==> src/rtl/alu_pkg.sv <==
// Shared op-code and FSM encodings for the multicycle ALU and its
// combinational slice.
package alu_pkg;

   localparam logic [2:0] OP_AND = 3'b000;
   localparam logic [2:0] OP_OR  = 3'b001;
   localparam logic [2:0] OP_ADD = 3'b010;
   localparam logic [2:0] OP_MUL = 3'b011;
   localparam logic [2:0] OP_NOR = 3'b100;
   localparam logic [2:0] OP_RSV = 3'b101;
   localparam logic [2:0] OP_SUB = 3'b110;
   localparam logic [2:0] OP_SLT = 3'b111;

   localparam logic [0:0] ST_IDLE = 1'b0;
   localparam logic [0:0] ST_RUN  = 1'b1;

endpackage

==> src/rtl/alu_comb.sv <==
// Combinational WIDTH-bit logic/arith slice: AND/OR/NOR/ADD/SUB/SLT with
// carry and signed overflow. MUL and the reserved op produce all zeros.
module alu_comb
   import alu_pkg::*;
#(
   parameter int WIDTH = 24
) (
   input  logic [2:0]       i_op,
   input  logic [WIDTH-1:0] i_a,
   input  logic [WIDTH-1:0] i_b,
   output logic [WIDTH-1:0] o_result,
   output logic             o_cout,
   output logic             o_ovf
);

   logic             w_sub;
   logic [WIDTH-1:0] w_bx;
   logic [WIDTH:0]   w_sum;
   logic             w_ovf;

   // SUB and SLT share the adder as A + ~B + 1; COUT is then not-borrow.
   assign w_sub = (i_op == OP_SUB) || (i_op == OP_SLT);
   assign w_bx  = w_sub ? ~i_b : i_b;
   assign w_sum = {1'b0, i_a} + {1'b0, w_bx} + {{WIDTH{1'b0}}, w_sub};
   assign w_ovf = (i_a[WIDTH-1] == w_bx[WIDTH-1]) && (w_sum[WIDTH-1] != i_a[WIDTH-1]);

   always_comb begin
      o_result = '0;
      o_cout   = 1'b0;
      o_ovf    = 1'b0;
      case (i_op)
         OP_AND: o_result = i_a & i_b;
         OP_OR:  o_result = i_a | i_b;
         OP_NOR: o_result = ~(i_a | i_b);
         OP_ADD, OP_SUB: begin
            o_result = w_sum[WIDTH-1:0];
            o_cout   = w_sum[WIDTH];
            o_ovf    = w_ovf;
         end
         OP_SLT: begin
            // sign XOR overflow keeps the comparison right when A-B overflows
            o_result = {{(WIDTH-1){1'b0}}, w_sum[WIDTH-1] ^ w_ovf};
            o_cout   = w_sum[WIDTH];
            o_ovf    = w_ovf;
         end
         default: ;
      endcase
   end

endmodule

==> src/rtl/alu_multicycle.sv <==
// Registered ALU with Start/Busy/Done handshake: single-cycle ops finish in
// one clock, MUL runs an iterative shift-add over WIDTH clocks.
module alu_multicycle
   import alu_pkg::*;
#(
   parameter int WIDTH = 24,
   parameter int CNTW  = $clog2(WIDTH + 1)
) (
   input  logic             CLK,
   input  logic             RST_N,
   input  logic             Start,
   input  logic [2:0]       Operation,
   input  logic [WIDTH-1:0] A,
   input  logic [WIDTH-1:0] B,
   output logic             Busy,
   output logic             Done,
   output logic [WIDTH-1:0] Result,
   output logic             Zero,
   output logic             COUT,
   output logic             Overflow
);

   logic [0:0]         r_state;
   logic [CNTW-1:0]    r_cnt;
   logic [2*WIDTH-1:0] r_acc;
   logic [WIDTH-1:0]   r_mcand;
   logic               r_done;
   logic [WIDTH-1:0]   r_result;
   logic               r_cout;
   logic               r_ovf;

   logic [WIDTH-1:0]   w_res;
   logic               w_cout;
   logic               w_ovf;
   logic [WIDTH:0]     w_pp;
   logic [2*WIDTH-1:0] w_acc_nxt;

   alu_comb #(.WIDTH(WIDTH)) u_comb (
      .i_op     (Operation),
      .i_a      (A),
      .i_b      (B),
      .o_result (w_res),
      .o_cout   (w_cout),
      .o_ovf    (w_ovf)
   );

   // Accumulator holds {partial product, remaining multiplier}; each step adds
   // the multiplicand to the high half when the multiplier LSB is set, then
   // shifts the whole thing right, the carry landing in the top bit.
   assign w_pp      = {1'b0, r_acc[2*WIDTH-1:WIDTH]} + {1'b0, (r_acc[0] ? r_mcand : '0)};
   assign w_acc_nxt = {w_pp, r_acc[WIDTH-1:1]};

   always_ff @(posedge CLK or negedge RST_N) begin
      if (!RST_N) begin
         r_state  <= ST_IDLE;
         r_cnt    <= '0;
         r_acc    <= '0;
         r_mcand  <= '0;
         r_done   <= 1'b0;
         r_result <= '0;
         r_cout   <= 1'b0;
         r_ovf    <= 1'b0;
      end else begin
         r_done <= 1'b0;
         case (r_state)
            ST_IDLE: begin
               if (Start) begin
                  if (Operation == OP_MUL) begin
                     r_mcand <= A;
                     r_acc   <= {{WIDTH{1'b0}}, B};
                     r_cnt   <= CNTW'(WIDTH);
                     r_state <= ST_RUN;
                  end else begin
                     r_result <= w_res;
                     r_cout   <= w_cout;
                     r_ovf    <= w_ovf;
                     r_done   <= 1'b1;
                  end
               end
            end
            ST_RUN: begin
               r_acc <= w_acc_nxt;
               r_cnt <= r_cnt - CNTW'(1);
               if (r_cnt == CNTW'(1)) begin
                  r_result <= w_acc_nxt[WIDTH-1:0];
                  r_ovf    <= |w_acc_nxt[2*WIDTH-1:WIDTH];
                  r_cout   <= 1'b0;
                  r_done   <= 1'b1;
                  r_state  <= ST_IDLE;
               end
            end
            default: r_state <= ST_IDLE;
         endcase
      end
   end

   assign Busy     = (r_state == ST_RUN);
   assign Done     = r_done;
   assign Result   = r_result;
   assign Zero     = (r_result == '0);
   assign COUT     = r_cout;
   assign Overflow = r_ovf;

endmodule

==> config.mk <==
export PLATFORM = sky130hd
export DESIGN_NAME = alu_multicycle
export DESIGN_NICKNAME = d
export VERILOG_FILES = /design/src/rtl/alu_pkg.sv /design/src/rtl/alu_comb.sv /design/src/rtl/alu_multicycle.sv
export SDC_FILE = /design/constraint.sdc
export NUM_CORES = 1
export LEC_CHECK = 0
export CAP_MARGIN = 20
export CORE_UTILIZATION = 25
export CTS_CLUSTER_SIZE = 24
export DETAILED_ROUTE_END_ITERATION = 10
export SLEW_MARGIN = 20
export SYNTH_ARGS = -nofsm -noshare
export SYNTH_HDL_FRONTEND = slang
export SYNTH_HIERARCHICAL = 1
export SYNTH_SLANG_ARGS = --single-unit
==> constraint.sdc <==
create_clock -name CLK -period 5.1 [get_ports CLK]
set_input_delay 0.765 -clock CLK [delete_from_list [all_inputs] [get_ports CLK]]
set_output_delay 0.765 -clock CLK [all_outputs]
set_load 0.005 [all_outputs]
* After elaboration in Yosys (flattened, before gate mapping)
Cells that the tools add are included.
** Word-level totals
- Flip-flop bits (word level) :: 105
- Output and inout port bits :: 29
- Logic and storage cells :: 72
** Cells by class
- Add/sub/neg operators :: 4
- Equality and inequality tests :: 13
- Muxes and demuxes :: 31
- Bitwise operators :: 6
- Reductions and logical operators :: 10
** Operators with widths (number)
- $mux 24 :: 5
- $pmux 24 s5 :: 1
- $mux 48 :: 2
- $pmux 48 s2 :: 1
- $add 24x24->25 :: 2
- $not 24->24 :: 2
- $pmux 24 s2 :: 1
- $add 25x1->25 :: 1
- $and 24x24->24 :: 1
- $logic_not 24->1 :: 1
- $or 24x24->24 :: 1
- $reduce_or 24->1 :: 1
- $mux 1 :: 14
- $mux 5 :: 2
- $pmux 5 s2 :: 1
- $eq 3x3->1 const B :: 3
- $pmux 1 s2 :: 4
- $eq 3x2->1 const B :: 2
- $ne 2x2->1 const B :: 3
- $reduce_and 3->1 :: 2
- $eq 5x1->1 const B :: 1
- $sub 5x1->5 const B :: 1
- $eq 3x1->1 const B :: 1
- $logic_not 3->1 :: 1
- other kinds (10) :: 10

* Logic depth before layout (Yosys ltp)
Gate-level depths: netlist of run 1.
- Depth after elaboration :: 12
- Mapped depth :: 15

* Cells and area by module
Netlist of run 1, hierarchy kept.
** By module, submodules not included
- alu_multicycle :: times used 1, cells each 626, area each 5818.1 um2
- alu_comb :: times used 1, cells each 398, area each 2533.7 um2

* Least setup slack after synthesis of run 1
Ideal clock, no wire load.
- Kind :: input to register
- Start :: input port Operation[2]
- End :: register r_ovf, in the netlist Overflow
- Arrival time :: 3731 ps
- Data required time :: 4968 ps
- Setup slack :: 1237 ps
- Stages :: 15
- Cells stage by stage :: clkbuf_1 nand2_1 buf_1 xnor2_1 ha_1 buf_2 and4_4 nand2_2 or3_4 a31oi_4 o21ai_0 nor4b_2 or3_1 o21ai_0 a31oi_1
** Between the ends
- Cells in the longest elaborated chain, start to end :: 11
- Elaborated cells between the ends (all ways) :: 18
- Classes of those cells :: add/sub: 2; eq/ne: 7; mux: 5; reduce/logical: 4
** RTL lines
- start: declaration :: line alu_multicycle.sv:12 : input logic [2:0] Operation,
- $eq 3x3->1 :: line alu_comb.sv:22, alu_comb.sv:31
- $logic_or 1x1->1 :: line alu_comb.sv:22 : assign w_sub = (i_op == OP_SUB) || (i_op == OP_SLT);
- $mux 24 :: line alu_comb.sv:23 : assign w_bx = w_sub ? ~i_b : i_b;
- $add 24x24->25 :: line alu_comb.sv:24 : assign w_sum = {1'b0, i_a} + {1'b0, w_bx} + {{WIDTH{1'b0}}, w_sub};
- $add 25x1->25 :: line alu_comb.sv:24
- $ne 1x1->1 :: line alu_comb.sv:25 : assign w_ovf = (i_a[WIDTH-1] == w_bx[WIDTH-1]) && (w_sum[WIDTH-1] != i_a[WIDTH-1]);
- $logic_and 1x1->1 :: line alu_comb.sv:25
- $mux 1 (*) :: line alu_comb.sv:31 : case (i_op)
- net w_ovf :: line alu_multicycle.sv:34 : logic w_ovf;
- $mux 1 (*) :: line alu_multicycle.sv:68 : if (Operation == OP_MUL) begin
- $mux 1 (*) :: line alu_multicycle.sv:67 : if (Start) begin
- $pmux 1 s2 (*) :: line alu_multicycle.sv:65 : case (r_state)
- end signal: assignment :: line alu_multicycle.sv:76 : r_ovf <= w_ovf;
- end signal: assignment :: line alu_multicycle.sv:86 : r_ovf <= |w_acc_nxt[2*WIDTH-1:WIDTH];
- end: declaration :: line alu_multicycle.sv:30 : logic r_ovf;
Mark *: on every way through the listed nets, which the timed path passes. The rest lies on a longest branch. The select of a mux whose other input is x is not followed.
A chain may end at the register's enable or synchronous reset.

* Final worst setup path of run 1
- Start :: register r_acc[0]
- End :: register r_ovf, in the netlist Overflow
** Between the ends
- Cells in the longest elaborated chain, start to end :: 5
** RTL lines
- start: declaration :: line alu_multicycle.sv:25 : logic [2*WIDTH-1:0] r_acc;
- start signal: assignment :: line alu_multicycle.sv:70 : r_acc <= {{WIDTH{1'b0}}, B};
- start signal: assignment :: line alu_multicycle.sv:82 : r_acc <= w_acc_nxt;
- $mux 24 :: line alu_multicycle.sv:50 : assign w_pp = {1'b0, r_acc[2*WIDTH-1:WIDTH]} + {1'b0, (r_acc[0] ? r_mcand : '0)};
- $add 24x24->25 :: line alu_multicycle.sv:50
- $reduce_or 24->1 :: line alu_multicycle.sv:86
- $mux 1 :: line alu_multicycle.sv:84 : if (r_cnt == CNTW'(1)) begin
- $pmux 1 s2 :: line alu_multicycle.sv:65
No other way between the ends. The select of a mux whose other input is x is not followed.

==> impl_metrics.yaml, run 1 <==
critical_path:
  endpoint_kind: "register"
  worstPathMaxFanout: 25
  crit_chain: "and2_1 -> ha_1 -> fa_1 -> a21o_1 -> a221o_1 -> nand3_2 -> a211oi_2 -> o41a_1 -> xor2_1 -> a2111o_1 -> nor4_1 -> a31oi_1"
  slowest_stage: "dfrtp_1"
  cp_slowest_stage_delay_ns: 0.64
  critPathArrivalTime_ns: 4.13
  crit_required_ns: 5.32
  critPathTopFamily: "compound AO/OA/AOI/OAI gates"
  start_kind: "register"
  cp.buffers_inverters: 0
  critPathKind: "reg -> reg"
yosys:
  syn_area_um2: 8350
  ys_warn_count: 6
  synth_cell_types: 81
  ys_seq_elements: 105
  synth_top_area_cell: "dfrtp_1"
  synthesis.nets: 1131
  synth_cells: 1024
  synth_edf_count: 0
  yosysMostFrequentCell: "nand2_1"
  seq_area_frac_synth: 0.315
  synth_common_cells: "148 x nand2_1, 105 x dfrtp_1, 95 x a21oi_1"
  async_reset_ff_frac: 1.00
  synth_top_area_frac: 0.315
  synth_area_leaders: "dfrtp_1 31%, ha_1 7.6%, nand2_1 6.7%"
  postSynthAreaPerCell_um2: 8.16
  ys.flop_type: "dfrtp_1"
timing:
  hold_viol: 0
  report.final.setup_viol: 0
  worst_slew_pin_slew_ns: 1.20
  fmax_mhz: 256
  slew_headroom: 0.194
  clock_skew_ns: 0.00490
  fin_crit_ns: 3.91
  rsz0062_at_grt: "false"
  slew_violations: 0
  period_share: 0.766
  tns_ns: 0
cts:
  clock_latency_ns: 0.35
  clk_pin_slew_worst_paths_ns: 0.07
  post_cts_buffers: 0
  clkSinkCount: 105
  h-tree-depth: 3
  hold_buffers: 0
  numCtsBuffers: 9
  ctsResizeCount: 0
  tritoncts: "yes"
  cts_root_buf: "clkbuf_16"
  clockBufferDepth: 2
die:
  fp.dieH_um: 185
  core_um2: 32700
  start_util: 0.255
  ios: 83
  std_cell_rows: 66
  die_w_um: 185
  dieArea_um2: 34100
outcome:
  status: "complete, no violations"
flow_run:
  maxCapViolCount: 0
cells_and_area:
  antenna_cells: 0
  syn_to_final_growth_pct: 19.1
  drive_gt1_frac: 0.0794
  nNetsFinal: 1185
  fin_cells: 1525
  fill_cells: 3488
pwr:
  p_seq_frac: 0.366
  leakage_uw: 0.00419
  p_int_uw: 2480
  switching_share: 0.412
  power_density_nw_per_um2: 424
  p_comb_frac: 0.463
  ir_drop_uv: 165
  power_uw: 4220
  p_clk_frac: 0.171
  p_sw_uw: 1740
place:
  dpl.hpwl_um: 20700
  io_buffers: 82
  globalplace.congestion: 0.893
  dp.cells: 1509
routing:
  dr_total_vias: 8026
  antenna_left: 0
  drt_pass1_iterations: 5
  wl_per_cell_um: 17.6
  drc: 0
  wl_um: 26900
  viasPerCell: 5.26
  drtIter0Drc: 526
global_routing:
  grt_max_degree: 72
  grt_use_total: 0.161
  grt_pass1_wl_um: 43100
  grt.overflow.total: 0
  antenna_found_initial: 0
  grt_pass1_vias: 7822
hold_path:
  min_path_type: "reg -> reg"
-- layer usage --
metal,vias up,global-route usage,part of all wire
li1,3850,-,-
met1,3915,0.213,0.46
met2,214,0.260,0.46
met3,47,0.0204,0.040
met4,0,0.0747,0.038
met5,-,0,0
-- kinds of logic (layout without fill, tap and decap cells) --
family,Yosys count,count (layout),share of synthesized area
and+or+nand+nor,355,355,0.200
AOI/OAI and AO/OA,340,340,0.257
DFF,105,105,0.315
buffers and inverters,73,132,0.0333
adders and majority gates,53,53,0.0812
muxes,50,50,0.0637
xor gates and xnor gates,48,48,0.0503
-- layout by cell type, fill, tap and decap left out, types with 4 or more instances in the layout --
| cell type | Yosys | layout |
|---|---|---|
| nand3_1 | 23 | 23 |
| nand2_1 | 148 | 147 |
| nor2_1 | 75 | 74 |
| mux2i_1 | 25 | 25 |
| nor3_1 | 12 | 12 |
| xor2_1 | 15 | 15 |
| o2111ai_1 | 4 | 4 |
| nand4_1 | 7 | 7 |
| o32ai_1 | 4 | 4 |
| and2_1 | 33 | 33 |
| ha_1 | 51 | 51 |
| a21oi_1 | 95 | 95 |
| inv_1 | 20 | 20 |
| or3_1 | 6 | 6 |
| o21ai_1 | 9 | 8 |
| clkbuf_16 | 0 | 9 |
| a21o_1 | 13 | 13 |
| a31oi_1 | 31 | 31 |
| o32a_1 | 4 | 4 |
| a211o_1 | 4 | 4 |
| mux2_2 | 25 | 25 |
| xnor2_1 | 33 | 33 |
| clkdlybuf4s50_1 | 0 | 81 |
| o21ai_0 | 92 | 92 |
| o211ai_1 | 9 | 9 |
| nor2b_1 | 6 | 6 |
| nor4_1 | 10 | 10 |
| or4_1 | 5 | 5 |
| o22ai_1 | 11 | 11 |
| a211oi_1 | 4 | 4 |
| buf_4 | 0 | 15 |
| or2_2 | 5 | 5 |
| o21a_1 | 10 | 10 |
| and3_1 | 9 | 9 |
| dfrtp_1 | 105 | 104 |
-- flip-flops by register name (all words and copies together) (netlist names) --
register  flops
r_cnt         5
Busy          1
Result       24
Done          1
r_acc        48
Overflow      1
COUT          1
r_mcand      24
-- power by group through the flow --
stage                     Combinational, µW  Clock [µW]  Sequential [µW]
final                                  1950         723             1540
after global routing                   2180         772             1600
after CTS                              1950         740             1550
after detailed placement               1950           0             1560
after floorplan                        1340           0             1380
after global placement                 1920           0             1550
-- stage by stage --
stage | cell area (µm²) | setup slack [ns] | hold WS [ns] | utilization
global placement | 9640 | 0.976 | 0.483 | 0.295
CTS | 9950 | 1.17 | 0.504 | 0.304
finish | 9950 | 1.19 | 0.502 | 0.304
global route | 9950 | 0.941 | 0.521 | 0.304
detailed placement | 9640 | 0.920 | 0.488 | 0.295
floorplan | 8350 | 1.24 | 0.469 | -
-- area by class of cell --
type                       count  area, µm²  share of cell area
timing repair buffer          96        923              0.0928
clock inverter                 3       47.5             0.00478
multi-input combinational    846       5460               0.549
inverter                      20       75.1             0.00754
clock buffer                  13        260              0.0262
sequential                   105       2630               0.264
tap                          442        553              0.0556
-- final timing paths --
check | to | slack [ns] | start | depth (start not counted)
max reg2reg | Overflow | 1.19 | r_acc[0] | 12
min | r_mcand[0] | 0.50 | r_mcand[0] | 1
max in group asynchronous | r_acc[43] | 3.51 | RST_N | 2
min in group asynchronous | Result[3] | 0.55 | RST_N | 1
max | Overflow | 1.19 | r_acc[0] | 12
min reg2reg | r_mcand[0] | 0.50 | r_mcand[0] | 1
Power figures use the tool's default switching activity.
==> run 2, diff against run 1 <==
- clock period: 5.1 -> 3.4 ns (I/O delays scaled with it)
==> impl_metrics.yaml, run 2 (synthesized netlist as in run 1, its figures left out) <==
cells_and_area:
  multi_input_area_um2: 5580
  nNetsFinal: 1342
  syn_to_final_growth_pct: 34.8
  largest_reg_flops: 48
  drive_gt1_frac: 0.212
  final_core_util: 0.344
  fin_cells: 1682
  layout_common_cells: "172 x buf_4, 146 x nand2_1, 104 x dfrtp_1"
  seq_area_um2: 2630
  fill_cells: 3472
  final_common_cell: "buf_4"
  regMostFlops: "r_acc"
  antenna_cells: 0
pwr:
  leakage_uw: 0.00498
  power_density_nw_per_um2: 605
  ir_drop_uv: 324
critical_path:
  r2r_start: "r_mcand[0]"
  critPathKind: "reg -> reg"
  start_kind: "register"
  critPathArrivalTime_ns: 3.56
  worstSetupStartpoint: "r_mcand[0]"
  worstPathMaxFanout: 4
  r2r_cells: 13
  crit_required_ns: 3.61
  endpoint_kind: "register"
timing:
  fmax_mhz: 299
  slew_violations: 0
  fin_crit_ns: 3.35
  hold_viol: 0
  tns_ns: 0
  slew_headroom: 0.393
  worst_slew_pin_slew_ns: 0.909
  rsz0062_at_grt: "true"
  fin_ws_ns: 0.0520
  clock_skew_ns: 0.0125
  report.final.setup_viol: 0
  period_share: 0.985
routing:
  drt_pass1_iterations: 5
  drtIter0Drc: 444
  antenna_left: 0
  wl_um: 28100
  wl_per_cell_um: 16.7
  drc: 0
  dr_total_vias: 8463
  viasPerCell: 5.03
global_routing:
  use_met1: 0.224
  use_met3: 0.0136
  grt_pass1_vias: 8252
  antenna_found_initial: 0
  busiest_layer: "met2"
  grt_pass1_wl_um: 44900
  grt_max_degree: 48
  grt_use_total: 0.168
  grt.overflow.total: 0
  grt_use_met2: 0.283
cts:
  clock_latency_ns: 0.36
  clk_pin_slew_worst_paths_ns: 0.07
  numCtsBuffers: 9
  clockBufferDepth: 2
  h-tree-depth: 3
  cts_root_buf: "clkbuf_16"
  hold_buffers: 0
  tritoncts: "yes"
  clkSinkCount: 105
die:
  start_util: 0.255
  core_um2: 32700
  ios: 83
  std_cell_rows: 66
  fp.dieH_um: 185
  dieArea_um2: 34100
  die_w_um: 185
flow_run:
  maxCapViolCount: 0
place:
  globalplace.congestion: 0.877
  dp.cells: 1664
  dp_worst_setup_slack_ns: -0.373
  dpl.hpwl_um: 22600
  io_buffers: 82
hold_path:
  min_path_type: "in -> async"
outcome:
  status: "complete, no violations"
-- run 2: per-layer routing --
| metal | vias to the layer above | wire (µm) |
|---|---|---|
| li1 | 4163 | - |
| met1 | 4098 | 13000 |
| met2 | 161 | 13500 |
| met3 | 41 | 735 |
| met4 | 0 | 769 |
| met5 | - | 0 |
-- run 2: critical path: stages, from the launching register on --
cell and delay [ns]:
dfrtp_1 0.38, and2_1 0.16, ha_2 0.19, fa_2 0.38
a21o_1 0.20, a221o_1 0.39, buf_4 0.18, xor2_1 0.15
a21oi_1 0.18, nand4_1 0.15, nor4_2 0.28, o2111ai_1 0.17
nor4_2 0.29, a31oi_1 0.13
-- run 2: where the power goes --
part | leakage [µW] | switching [µW] | internal, µW | total (µW)
logic | 0.00351 | 1800 | 1660 | 3450
clock network | 0.000152 | 487 | 646 | 1130
registers | 0.00132 | 447 | 1780 | 2220
-- run 2: area by class of cell --
| type | count | share of cell area |
|---|---|---|
| well taps | 442 | 0.0491 |
| repair buffers | 253 | 0.187 |
| multi-input cells | 846 | 0.496 |
| inverters | 20 | 0.00667 |
| flip-flops and latches | 105 | 0.234 |
| clock inverters | 7 | 0.00834 |
| clock buffers | 9 | 0.0200 |
-- run 2: repair_timing --
action / CTS / global route
cloned: 0 / 0
pin swaps: 9 / 6
resized for setup: 10 / 11
setup buffers: 0 / 3
setup endpoints to repair: 2 / 13
-- run 2: through the flow --
step | cell area, µm² | total power, µW | hold slack [ns]
after global routing | 11300 | 7320 | 0.215
after CTS | 11200 | 6820 | 0.187
final | 11300 | 6810 | 0.168
after detailed placement | 10800 | 5640 | 0.488
after global placement | 10800 | 5570 | 0.483
after floorplan | 8360 | 4080 | 0.214
-- run 2: path summary, 6_finish.rpt --
path                            slack [ns]     endpoint
min in group CLK                      0.50  r_mcand[19]
worst max register to register        0.05     Overflow
worst min register to register        0.50  r_mcand[19]
worst min-delay path                  0.17    r_acc[38]
worst max-delay path                  0.05     Overflow
max in group asynchronous             2.38    r_acc[31]
==> run 3, diff against run 2 <==
- CTS_BUF_LIST: unset -> sky130_fd_sc_hd__clkbuf_8
==> impl_metrics.yaml, run 3 (synthesized netlist as in run 1, its figures left out) <==
place:
  io_buffers: 82
  dpl.hpwl_um: 22600
  globalplace.congestion: 0.877
critical_path:
  cp_slowest_stage_delay_ns: 0.38
  worstSetupStartpoint: "r_acc[0]"
  critPathKind: "reg -> reg"
  r2r_start: "r_acc[0]"
  critPathArrivalTime_ns: 3.61
  crit_chain: "buf_4 -> buf_4 -> and2_1 -> ha_1 -> and3_1 -> a31oi_2 -> nand2_1 -> buf_4 -> or3_1 -> a211oi_1 -> o2111ai_1 -> nor4_2 -> a31oi_1"
  slowest_stage: "dfrtp_1"
  start_kind: "register"
  rrSetupSlack_ns: 0.04
  endpoint_kind: "register"
  crit_required_ns: 3.65
  crit_top_cell: "buf_4"
  worstPathMaxFanout: 14
cts:
  tritoncts: "yes"
  numCtsBuffers: 9
  h-tree-depth: 3
  hold_buffers: 0
  clkSinkCount: 105
  clock_latency_ns: 0.39
  clk_pin_slew_worst_paths_ns: 0.10
  clockBufferDepth: 2
  cts_root_buf: "clkbuf_8"
routing:
  viasPerCell: 5.03
  drc: 0
  dr_total_vias: 8451
  drt_pass1_iterations: 5
  drtIter0Drc: 418
  antenna_left: 0
  wl_per_cell_um: 16.7
  wl_um: 28000
cells_and_area:
  syn_to_final_growth_pct: 33.2
  regMostFlops: "r_acc"
  drive_gt1_frac: 0.209
  fill_cells: 3491
  antenna_cells: 0
  largest_reg_flops: 48
  final_common_cell: "buf_4"
  layout_common_cells: "170 x buf_4, 146 x nand2_1, 104 x dfrtp_1"
  nNetsFinal: 1340
timing:
  fin_crit_ns: 3.36
  period_share: 0.987
  rsz0062_at_grt: "true"
  worst_slew_pin_slew_ns: 0.888
  fmax_mhz: 298
  hold_viol: 0
  report.final.setup_viol: 0
  tns_ns: 0
  clock_skew_ns: 0.0152
  slew_headroom: 0.407
  slew_violations: 0
  fin_hold_ws_ns: 0.125
die:
  start_util: 0.255
  ios: 83
  die_w_um: 185
  core_um2: 32700
  dieArea_um2: 34100
  fp.dieH_um: 185
  std_cell_rows: 66
global_routing:
  grt.overflow.total: 0
  grt_pass1_wl_um: 44800
  antenna_found_initial: 0
  grt_pass1_vias: 8243
  grt_max_degree: 48
  grt_use_total: 0.167
pwr:
  leakage_uw: 0.00492
  p_comb_frac: 0.526
  ir_drop_uv: 256
  power_density_nw_per_um2: 588
  switching_share: 0.412
  p_sw_uw: 2700
  p_clk_frac: 0.134
  p_int_uw: 3840
  p_seq_frac: 0.340
outcome:
  status: "complete, no violations"
hold_path:
  min_path_type: "in -> async"
flow_run:
  maxCapViolCount: 0
## run 3: path summary, 6_finish.rpt
| path | endpoint | cells after the start |
|---|---|---|
| worst max-delay path | Overflow | 13 |
| worst min-delay path | r_acc[38] | 1 |
| worst max register to register | Overflow | 13 |
| worst min register to register | r_mcand[7] | 1 |
| max in group asynchronous | r_acc[32] | 2 |
| min in group CLK | r_mcand[7] | 1 |
## run 3: area by class of cell
cell class / instances / area (µm²) / area share
tap: 442 / 553 / 0.0497
clock buffer: 9 / 124 / 0.0111
inverter: 20 / 75.1 / 0.00675
clock inverter: 7 / 93.8 / 0.00843
sequential: 105 / 2630 / 0.236
multi-input combinational: 846 / 5560 / 0.500
timing repair buffer: 251 / 2090 / 0.188
## run 3: per-stage QoR
step	setup WS [ns]	area, µm²	instances	util	total power (µW)
6_report	0.0427	11100	1680	0.340	6540
5_1_grt	-0.141	11100	1680	0.340	7040
2_1_floorplan	0.0153	8360	1024	-	4080
4_1_cts	0.00308	11100	1679	0.338	6550
3_3_place_gp	-0.413	10800	1664	0.331	5570
3_5_place_dp	-0.373	10800	1664	0.331	5640
## run 3: timing repair
action / 4_1_cts / 5_1_grt
endpoints found under the setup margin: 1 / 12
hold endpoints to repair: 0 / 0
gates resized for setup: 9 / 9
pin swaps: 9 / 5
buffers inserted: 0 / 1
## run 3: power by group through the flow
stage	clock [µW]	sequential, µW	combinational (µW)
2_1_floorplan	0	2070	2020
3_3_place_gp	0	2240	3340
3_5_place_dp	0	2250	3390
4_1_cts	893	2220	3430
5_1_grt	932	2290	3830
6_report	874	2220	3440
## run 3: routing by layer
| layer | wire, µm | GRT usage | vias to the layer above | share of wire |
|---|---|---|---|---|
| li1 | - | - | 4153 | - |
| met1 | 12900 | 0.224 | 4084 | 0.46 |
| met2 | 13600 | 0.282 | 175 | 0.49 |
| met3 | 743 | 0.0122 | 39 | 0.027 |
| met4 | 719 | 0.0595 | 0 | 0.026 |
| met5 | 0 | 0 | - | 0 |
## run 3: critical path, delay by kind of cell (launching register included)
kind | cells | cell delay (ns)
buf+inv | 3 | 0.51
simple gates | 5 | 1.15
compound gates | 4 | 0.83
fa+ha+maj | 1 | 0.36
flops | 1 | 0.38
